[src/rtl/lpe_pkg.sv]
// ---------------------------------------------------------------------------
// lpe_pkg
// Shared definitions for the linear-PE array scheduler:
//   - FSM state encodings (IDLE / RUN / WAIT_RSLT / DONE)
//   - act_width(): width needed to hold an active-PE count 0..PE_NUMBER
//   - ceil_div():  tile-count helper, ceil(num / den)
// ---------------------------------------------------------------------------
package lpe_pkg;

    localparam logic [1:0] ST_IDLE      = 2'd0;
    localparam logic [1:0] ST_RUN       = 2'd1;
    localparam logic [1:0] ST_WAIT_RSLT = 2'd2;
    localparam logic [1:0] ST_DONE      = 2'd3;

    // Bits needed to count 0..pe_number inclusive.
    function automatic int act_width(input int pe_number);
        return $clog2(pe_number + 1);
    endfunction

    // Evaluated at 32 bits so a full-scale LEN_WIDTH operand cannot wrap.
    function automatic logic [31:0] ceil_div(input logic [31:0] num,
                                             input logic [31:0] den);
        return (num + den - 32'd1) / den;
    endfunction

endpackage

[src/rtl/lpe_axis_join_skid.sv]
// ---------------------------------------------------------------------------
// lpe_axis_join_skid
// Joins two valid/ready streams into one and registers the result through a
// 1-deep skid buffer, so the upstream ready never depends on i_ready and the
// path sustains one beat per cycle.
// Ports:
//   clk, rst_n           clock, asynchronous active-low reset
//   i_a_valid, i_b_valid valids of the two joined streams
//   i_en                 join permitted this cycle
//   o_ready              shared ready returned to both streams
//   i_payload            combined payload sampled on the join handshake
//   o_valid, o_payload   registered output beat
//   i_ready              downstream ready
// ---------------------------------------------------------------------------
module lpe_axis_join_skid #(
    parameter int PAYLOAD_W = 8
) (
    input  logic                 clk,
    input  logic                 rst_n,
    input  logic                 i_a_valid,
    input  logic                 i_b_valid,
    input  logic                 i_en,
    output logic                 o_ready,
    input  logic [PAYLOAD_W-1:0] i_payload,
    output logic                 o_valid,
    output logic [PAYLOAD_W-1:0] o_payload,
    input  logic                 i_ready
);

    logic                 r_out_valid;
    logic [PAYLOAD_W-1:0] r_out_data;
    logic                 r_skid_valid;
    logic [PAYLOAD_W-1:0] r_skid_data;
    logic                 w_out_free;

    // Both streams move together, and only while the skid slot is empty.
    assign o_ready    = i_a_valid & i_b_valid & i_en & ~r_skid_valid;
    assign w_out_free = ~r_out_valid | i_ready;
    assign o_valid    = r_out_valid;
    assign o_payload  = r_out_data;

    // Output register refill: skid contents first, then a fresh join beat.
    always_ff @(posedge clk or negedge rst_n) begin
        if (!rst_n) begin
            r_out_valid  <= 1'b0;
            r_out_data   <= {PAYLOAD_W{1'b0}};
            r_skid_valid <= 1'b0;
            r_skid_data  <= {PAYLOAD_W{1'b0}};
        end else if (w_out_free) begin
            if (r_skid_valid) begin
                r_out_valid  <= 1'b1;
                r_out_data   <= r_skid_data;
                r_skid_valid <= 1'b0;
            end else if (o_ready) begin
                r_out_valid  <= 1'b1;
                r_out_data   <= i_payload;
            end else begin
                r_out_valid  <= 1'b0;
            end
        end else if (o_ready) begin
            // Output stalled: park the accepted beat in the skid slot.
            r_skid_valid <= 1'b1;
            r_skid_data  <= i_payload;
        end else begin
            r_skid_valid <= r_skid_valid;
        end
    end

endmodule

[src/rtl/lpe_array_scheduler.sv]
// ---------------------------------------------------------------------------
// lpe_array_scheduler
// Runs one layer pass through a row of PE_NUMBER linear PEs. A descriptor
// (in_len features, out_len neurons) is split into ceil(out_len/PE_NUMBER)
// tiles; for every tile the data and weight streams are joined beat-for-beat
// into the PE row (tlast on the final feature, tdest = tile index, tuser =
// active PEs - 1), then the scheduler waits for one result per active PE.
// Ports:
//   clk, rst                 clock, asynchronous active-low reset
//   s_cfg_*                  layer descriptor handshake
//   s_axis_data_*            feature stream (broadcast to all PEs)
//   s_axis_weight_*          weight stream, PE i in slice i
//   m_axis_pe_*              joined, registered stream to the PE row
//   rslt_beat                one PE result handshake completed
//   busy, done, cfg_err      status; done/cfg_err are one-cycle pulses
// Optional build macro LPE_SCHED_PERF_CNT_EN adds perf_cycles / perf_stalls.
// ---------------------------------------------------------------------------
module lpe_array_scheduler
    import lpe_pkg::*;
#(
    parameter int PE_NUMBER         = 8,
    parameter int DATA_WIDTH_DATA   = 16,
    parameter int DATA_WIDTH_WEIGHT = 16,
    parameter int LEN_WIDTH         = 16,
    parameter int DEST_WIDTH        = 8,
    parameter int USER_WIDTH        = 8
) (
    input  logic                                   clk,
    input  logic                                   rst,
    input  logic [LEN_WIDTH-1:0]                   s_cfg_in_len,
    input  logic [LEN_WIDTH-1:0]                   s_cfg_out_len,
    input  logic                                   s_cfg_valid,
    output logic                                   s_cfg_ready,
    input  logic [DATA_WIDTH_DATA-1:0]             s_axis_data_tdata,
    input  logic                                   s_axis_data_tvalid,
    output logic                                   s_axis_data_tready,
    input  logic [PE_NUMBER*DATA_WIDTH_WEIGHT-1:0] s_axis_weight_tdata,
    input  logic                                   s_axis_weight_tvalid,
    output logic                                   s_axis_weight_tready,
    output logic [DATA_WIDTH_DATA-1:0]             m_axis_pe_data_tdata,
    output logic [PE_NUMBER*DATA_WIDTH_WEIGHT-1:0] m_axis_pe_weight_tdata,
    output logic                                   m_axis_pe_tvalid,
    input  logic                                   m_axis_pe_tready,
    output logic                                   m_axis_pe_tlast,
    output logic [DEST_WIDTH-1:0]                  m_axis_pe_tdest,
    output logic [USER_WIDTH-1:0]                  m_axis_pe_tuser,
    input  logic                                   rslt_beat,
`ifdef LPE_SCHED_PERF_CNT_EN
    output logic [31:0]                            perf_cycles,
    output logic [31:0]                            perf_stalls,
`endif
    output logic                                   busy,
    output logic                                   done,
    output logic                                   cfg_err
);

    localparam int ACT_W     = act_width(PE_NUMBER);
    localparam int WGT_W     = PE_NUMBER * DATA_WIDTH_WEIGHT;
    localparam int PAYLOAD_W = DATA_WIDTH_DATA + WGT_W + 1 + DEST_WIDTH + USER_WIDTH;

    logic [1:0]           r_state;
    logic [LEN_WIDTH-1:0] r_in_len;
    logic [LEN_WIDTH-1:0] r_tiles;
    logic [LEN_WIDTH-1:0] r_tile;
    logic [LEN_WIDTH-1:0] r_beat;
    logic [ACT_W-1:0]     r_last_active;
    logic [ACT_W-1:0]     r_rslt_cnt;
    logic                 r_cfg_err;

    logic                 w_cfg_fire;
    logic                 w_cfg_zero;
    logic [LEN_WIDTH-1:0] w_tiles;
    logic [ACT_W-1:0]     w_last_active;
    logic                 w_last_tile;
    logic [ACT_W-1:0]     w_active;
    logic                 w_join_en;
    logic                 w_join_ready;
    logic                 w_beat_last;
    logic [WGT_W-1:0]     w_wgt_masked;
    logic [PAYLOAD_W-1:0] w_in_payload;
    logic [PAYLOAD_W-1:0] w_out_payload;
    logic                 w_out_last_fire;

    assign w_cfg_fire    = s_cfg_valid & s_cfg_ready;
    assign w_cfg_zero    = (s_cfg_in_len == {LEN_WIDTH{1'b0}}) |
                           (s_cfg_out_len == {LEN_WIDTH{1'b0}});
    assign w_tiles       = LEN_WIDTH'(ceil_div(32'(s_cfg_out_len), 32'(PE_NUMBER)));
    // Neurons left for the final tile: 1..PE_NUMBER for any non-zero out_len.
    assign w_last_active = ACT_W'(32'(s_cfg_out_len) -
                                  (32'(w_tiles) - 32'd1) * 32'(PE_NUMBER));

    assign w_last_tile   = (r_tile == (r_tiles - LEN_WIDTH'(1)));
    assign w_active      = w_last_tile ? r_last_active : ACT_W'(PE_NUMBER);
    // beat < in_len keeps the counter within LEN_WIDTH even at in_len = max.
    assign w_join_en     = (r_state == ST_RUN) & (r_beat < r_in_len);
    assign w_beat_last   = (r_beat == (r_in_len - LEN_WIDTH'(1)));

    // Zero the weight slices of PEs that have no neuron in this tile.
    for (genvar gi = 0; gi < PE_NUMBER; gi++) begin : g_wmask
        assign w_wgt_masked[gi*DATA_WIDTH_WEIGHT +: DATA_WIDTH_WEIGHT] =
            (ACT_W'(gi) < w_active) ?
                s_axis_weight_tdata[gi*DATA_WIDTH_WEIGHT +: DATA_WIDTH_WEIGHT] :
                {DATA_WIDTH_WEIGHT{1'b0}};
    end

    assign w_in_payload = {s_axis_data_tdata,
                           w_wgt_masked,
                           w_beat_last,
                           DEST_WIDTH'(r_tile),
                           USER_WIDTH'(w_active - ACT_W'(1))};

    lpe_axis_join_skid #(
        .PAYLOAD_W (PAYLOAD_W)
    ) u_join (
        .clk       (clk),
        .rst_n     (rst),
        .i_a_valid (s_axis_data_tvalid),
        .i_b_valid (s_axis_weight_tvalid),
        .i_en      (w_join_en),
        .o_ready   (w_join_ready),
        .i_payload (w_in_payload),
        .o_valid   (m_axis_pe_tvalid),
        .o_payload (w_out_payload),
        .i_ready   (m_axis_pe_tready)
    );

    assign {m_axis_pe_data_tdata,
            m_axis_pe_weight_tdata,
            m_axis_pe_tlast,
            m_axis_pe_tdest,
            m_axis_pe_tuser} = w_out_payload;

    assign s_axis_data_tready   = w_join_ready;
    assign s_axis_weight_tready = w_join_ready;
    assign w_out_last_fire      = m_axis_pe_tvalid & m_axis_pe_tready & m_axis_pe_tlast;

    assign s_cfg_ready = (r_state == ST_IDLE);
    assign busy        = (r_state != ST_IDLE);
    assign done        = (r_state == ST_DONE);
    assign cfg_err     = r_cfg_err;

    // Layer FSM with descriptor latches and tile / beat / result counters.
    always_ff @(posedge clk or negedge rst) begin
        if (!rst) begin
            r_state       <= ST_IDLE;
            r_in_len      <= {LEN_WIDTH{1'b0}};
            r_tiles       <= {LEN_WIDTH{1'b0}};
            r_tile        <= {LEN_WIDTH{1'b0}};
            r_beat        <= {LEN_WIDTH{1'b0}};
            r_last_active <= {ACT_W{1'b0}};
            r_rslt_cnt    <= {ACT_W{1'b0}};
            r_cfg_err     <= 1'b0;
        end else begin
            r_cfg_err <= 1'b0;
            case (r_state)
                ST_IDLE: begin
                    if (w_cfg_fire) begin
                        r_in_len      <= s_cfg_in_len;
                        r_tiles       <= w_tiles;
                        r_last_active <= w_last_active;
                        r_tile        <= {LEN_WIDTH{1'b0}};
                        r_beat        <= {LEN_WIDTH{1'b0}};
                        r_rslt_cnt    <= {ACT_W{1'b0}};
                        if (w_cfg_zero) begin
                            r_state   <= ST_DONE;
                            r_cfg_err <= 1'b1;
                        end else begin
                            r_state   <= ST_RUN;
                        end
                    end else begin
                        r_state <= ST_IDLE;
                    end
                end
                ST_RUN: begin
                    if (w_join_ready) begin
                        r_beat <= r_beat + LEN_WIDTH'(1);
                    end else begin
                        r_beat <= r_beat;
                    end
                    // Fast PEs may report before the tile's last beat leaves.
                    if (rslt_beat && (r_rslt_cnt < w_active)) begin
                        r_rslt_cnt <= r_rslt_cnt + ACT_W'(1);
                    end else begin
                        r_rslt_cnt <= r_rslt_cnt;
                    end
                    if (w_out_last_fire) begin
                        r_state <= ST_WAIT_RSLT;
                    end else begin
                        r_state <= ST_RUN;
                    end
                end
                ST_WAIT_RSLT: begin
                    if (r_rslt_cnt == w_active) begin
                        r_rslt_cnt <= {ACT_W{1'b0}};
                        r_beat     <= {LEN_WIDTH{1'b0}};
                        if (w_last_tile) begin
                            r_state <= ST_DONE;
                        end else begin
                            r_tile  <= r_tile + LEN_WIDTH'(1);
                            r_state <= ST_RUN;
                        end
                    end else if (rslt_beat) begin
                        r_rslt_cnt <= r_rslt_cnt + ACT_W'(1);
                    end else begin
                        r_rslt_cnt <= r_rslt_cnt;
                    end
                end
                ST_DONE: begin
                    r_state <= ST_IDLE;
                end
                default: begin
                    r_state <= ST_IDLE;
                end
            endcase
        end
    end

`ifdef LPE_SCHED_PERF_CNT_EN
    logic [31:0] r_perf_cycles;
    logic [31:0] r_perf_stalls;

    assign perf_cycles = r_perf_cycles;
    assign perf_stalls = r_perf_stalls;

    // Saturating busy-cycle and output-stall counters, cleared per descriptor.
    always_ff @(posedge clk or negedge rst) begin
        if (!rst) begin
            r_perf_cycles <= 32'd0;
            r_perf_stalls <= 32'd0;
        end else if (w_cfg_fire) begin
            r_perf_cycles <= 32'd0;
            r_perf_stalls <= 32'd0;
        end else begin
            if (busy && (r_perf_cycles != 32'hFFFF_FFFF)) begin
                r_perf_cycles <= r_perf_cycles + 32'd1;
            end else begin
                r_perf_cycles <= r_perf_cycles;
            end
            if ((r_state == ST_RUN) && m_axis_pe_tvalid && !m_axis_pe_tready &&
                (r_perf_stalls != 32'hFFFF_FFFF)) begin
                r_perf_stalls <= r_perf_stalls + 32'd1;
            end else begin
                r_perf_stalls <= r_perf_stalls;
            end
        end
    end
`endif

endmodule

[config.mk]
export PLATFORM = sky130hd
export DESIGN_NAME = lpe_array_scheduler
export DESIGN_NICKNAME = d
export VERILOG_FILES = /design/src/rtl/lpe_pkg.sv /design/src/rtl/lpe_axis_join_skid.sv /design/src/rtl/lpe_array_scheduler.sv
export SDC_FILE = /design/constraint.sdc
export NUM_CORES = 1
export LEC_CHECK = 0
export CAP_MARGIN = 0
export CORE_AREA = 8 8 193 195
export DETAILED_ROUTE_END_ITERATION = 10
export DIE_AREA = 0 0 201 203
export GPL_TIMING_DRIVEN = 1
export PLACE_DENSITY = 0.87
export SYNTH_ARGS = -nofsm -noshare
export SYNTH_HDL_FRONTEND = slang
export SYNTH_SLANG_ARGS = --single-unit
[constraint.sdc]
create_clock -name clk -period 8.37 [get_ports clk]
set_clock_uncertainty 0.05 [all_clocks]
set_input_delay 1.2555 -clock clk [delete_from_list [all_inputs] [get_ports clk]]
set_output_delay 1.2555 -clock clk [all_outputs]
set_load 0.02 [all_outputs]
==> flow_summary.yaml <==
logic_synthesis:
  synth_flop_cell: "dfrtp_1"
  synthArstFlopShare_pct: 100
  yosys_warnings: 0
  ys_types: 76
  ys_seq_area_share_pct: 49.9
  syn_avg_cell_area_um2: 9.48
  ys_seq_elements: 391
  synth_edf_count: 0
  synth_cells: 2068
  synth_area_um2: 19600
  syn-num-nets: 2284
drt:
  avgViaCountPerCell: 6.20
  drt_iter0_drc: 1674
  drt_wl_total_um: 59000
  vias: 17415
  wl_per_cell_um: 21.0
  drc_errors: 0
  antenna_left: 0
  dr.pass1.iters: 6
clocking:
  htree_levels: 2
  cts_buffer_depth: 3
  cts_buffers: 41
  cts_tree: "done"
  cts-resized-gates: 0
  cts-root-buf: "clkbuf_16"
  path_clk_slew_ns: 0.06
  hold_buffers: 0
  cts_setup_buffers: 0
  clock-sinks: 391
  clk_latency_ns: 0.54
global_route:
  grt-ovfl-total: 0
  grt_pass1_vias: 17459
  grt_max_degree: 153
  track_usage_pct: 28.0
  grt_pass1_wl_um: 94500
  antenna_found_initial: 6
sta:
  setup_tns_ns: 0
  fin_hold_ws_ns: 0.425
  finalHoldViolCount: 0
  fin_crit_sh_pct: 60.7
  rsz0062_at_grt: "no"
  setup_viol: 0
  tightest_slew_ns: 1.17
  fin_ws_ns: 3.29
  max_slew_margin_pct: 21.3
  post-route-min-period_ns: 5.08
  fmaxAchievable_mhz: 197
  final-max-slew-violation-count: 0
worst_setup_path:
  worst-path-max-fanout: 12
  crit_chain: "inv_1 -> ha_1 -> or4b_1 -> nor4_1 -> a31oi_1 -> nor4b_1 -> and4_1 -> nand2_1 -> ha_1 -> nand4_1 -> a21boi_0 -> buf_4 -> a21boi_1 -> and3_1 -> nand3_1 -> or3_1 -> a21oi_1"
  max_stage_delay_ns: 0.58
  start_kind: "register"
  endpoint_kind: "register"
  cp.required_ns: 8.76
  r2r_slack_ns: 3.29
  critPathSlowestCell: "or4b_1"
  critPathMostFrequentCell: "ha_1"
  crit_arrival_ns: 5.47
  path_class: "reg -> reg"
cells_and_area:
  areaGrowthSynthToFinish_pct: 25.4
  fin_nets: 2535
  final_common_cell: "dfrtp_1"
  utilization_pct: 72.1
  layout-drive-gt1-share_pct: 5.70
  mostFrequentLayoutCells: "dfrtp_1, clkdlybuf4s50_1, nand2_1, o21ai_0, nand3_1"
power:
  p_sw_share_pct: 21.2
  combPwrFrac_pct: 4.2
  power_density_nw_per_um2: 159
  vdd_drop_max_v: 0.000138
  finalPower_uw: 3920
  pwr-share-seq_pct: 48.2
  p_leak_uw: 0.0114
  power.internal_uw: 3090
  p_clk_share_pct: 47.6
  p_switching_uw: 831
flow_run:
  maxCapViolCount: 0
hold_path:
  min-delay-path-class: "reg -> reg"
floorplanning:
  die_w_um: 201
  start_util_pct: 57.5
  die_y_um: 203
  rows: 68
  pin_count: 351
  fp.dieArea_um2: 40800
  core_um2: 34100
place:
  numPortBuffers: 350
  dp_hpwl_um: 40300
  place_ws_ns: 3.44
  globalplace.congestion: 0.874
run_status:
  status: "complete, no violations"
==> metal layers <==
metal	vias up	wire, um	part of all wire, %	global-route usage [%]
li1	7883	-	-	-
met1	8489	23200	39	35.7
met2	849	28400	48	45.5
met3	192	4400	7.5	5.32
met4	2	2950	5.0	13.9
met5	-	12	0.020	0
==> per-stage QoR <==
stage | instance area [um^2] | cells
after global routing | 24600 | 2810
after global placement | 23200 | 2731
after floorplan | 19600 | 2068
after detailed placement | 23200 | 2731
final | 24600 | 2810
after CTS | 24600 | 2805
==> sequential cells by signal (all words and copies together), names as in the netlist <==
name                 flops
r_last_active            4
r_in_len                16
r_state                  2
r_rslt_cnt               4
u_join.o_valid           1
u_join.r_skid_data     158
u_join.r_skid_valid      1
cfg_err                  1
r_beat                  16
u_join.o_payload       158
r_tiles                 14
r_tile                  16
==> cell type report <==
cell class,instances,area [um^2]
fill,2424,9530
tap,455,569
inverter,83,312
sequential,391,9790
multi-input combinational,1434,8860
timing repair buffer,368,3660
clock inverter,11,150
antenna,5,12.5
clock buffer,63,1240
==> cell usage after synthesis, drive strengths merged (15+ instances only) <==
master	n	share of area, %
dfrtp	391	50
nand2	315	6.0
o21ai	179	4.6
clkbuf	124	2.4
nand3	115	2.9
a22oi	97	3.7
nor2	90	1.7
inv	83	1.6
mux2i	82	4.2
a21oi	61	1.6
o211ai	56	2.1
o31ai	54	2.1
and3	50	1.6
buf	36	1.1
ha	33	2.1
xnor2	31	1.4
nor4	25	1.2
nand4	24	0.84
nor3	24	0.61
mux2	21	1.2
xor2	20	0.89
or3	15	0.48
==> worst paths after layout <==
kind,cells after the start,start,to
max reg2reg,17,r_tiles[0]$_DFFE_PN0P_,r_tile[14]$_DFFE_PN0P_
max,17,r_tiles[0]$_DFFE_PN0P_,r_tile[14]$_DFFE_PN0P_
min reg2reg,2,u_join.r_skid_data[15]$_DFFE_PN0P_,u_join.r_skid_data[15]$_DFFE_PN0P_
min in group asynchronous,1,rst,u_join.o_payload[36]$_DFFE_PN0P_
min,2,u_join.r_skid_data[15]$_DFFE_PN0P_,u_join.r_skid_data[15]$_DFFE_PN0P_
max in group asynchronous,2,rst,u_join.r_skid_data[78]$_DFFE_PN0P_
==> cell families after synthesis <==
logic type / Yosys count / synth area share [%]
buf+inv: 243 / 5.05
compound gates: 515 / 17.0
flops: 391 / 49.9
fa+ha+maj: 33 / 2.11
mux: 103 / 5.39
simple gates: 732 / 18.2
xor+xnor: 51 / 2.28
==> worst max-delay path, delay by kind of cell, from the launching register on <==
family,cells,cell delay (ns)
AND/OR/NAND/NOR,9,2.58
AO/OA/AOI/OAI,4,1.12
adder cells (fa/ha/maj),2,0.56
flip-flops,1,0.42
buffers and inverters,2,0.28
==> power by group through the flow <==
stage	logic (uW)	clock network, uW	registers (uW)
finish	164	1870	1890
global route	179	1970	1890
CTS	166	1900	1890
detailed placement	164	0	1920
global placement	161	0	1920
floorplan	15.4	0	1930
Power figures use the tool's default switching activity.
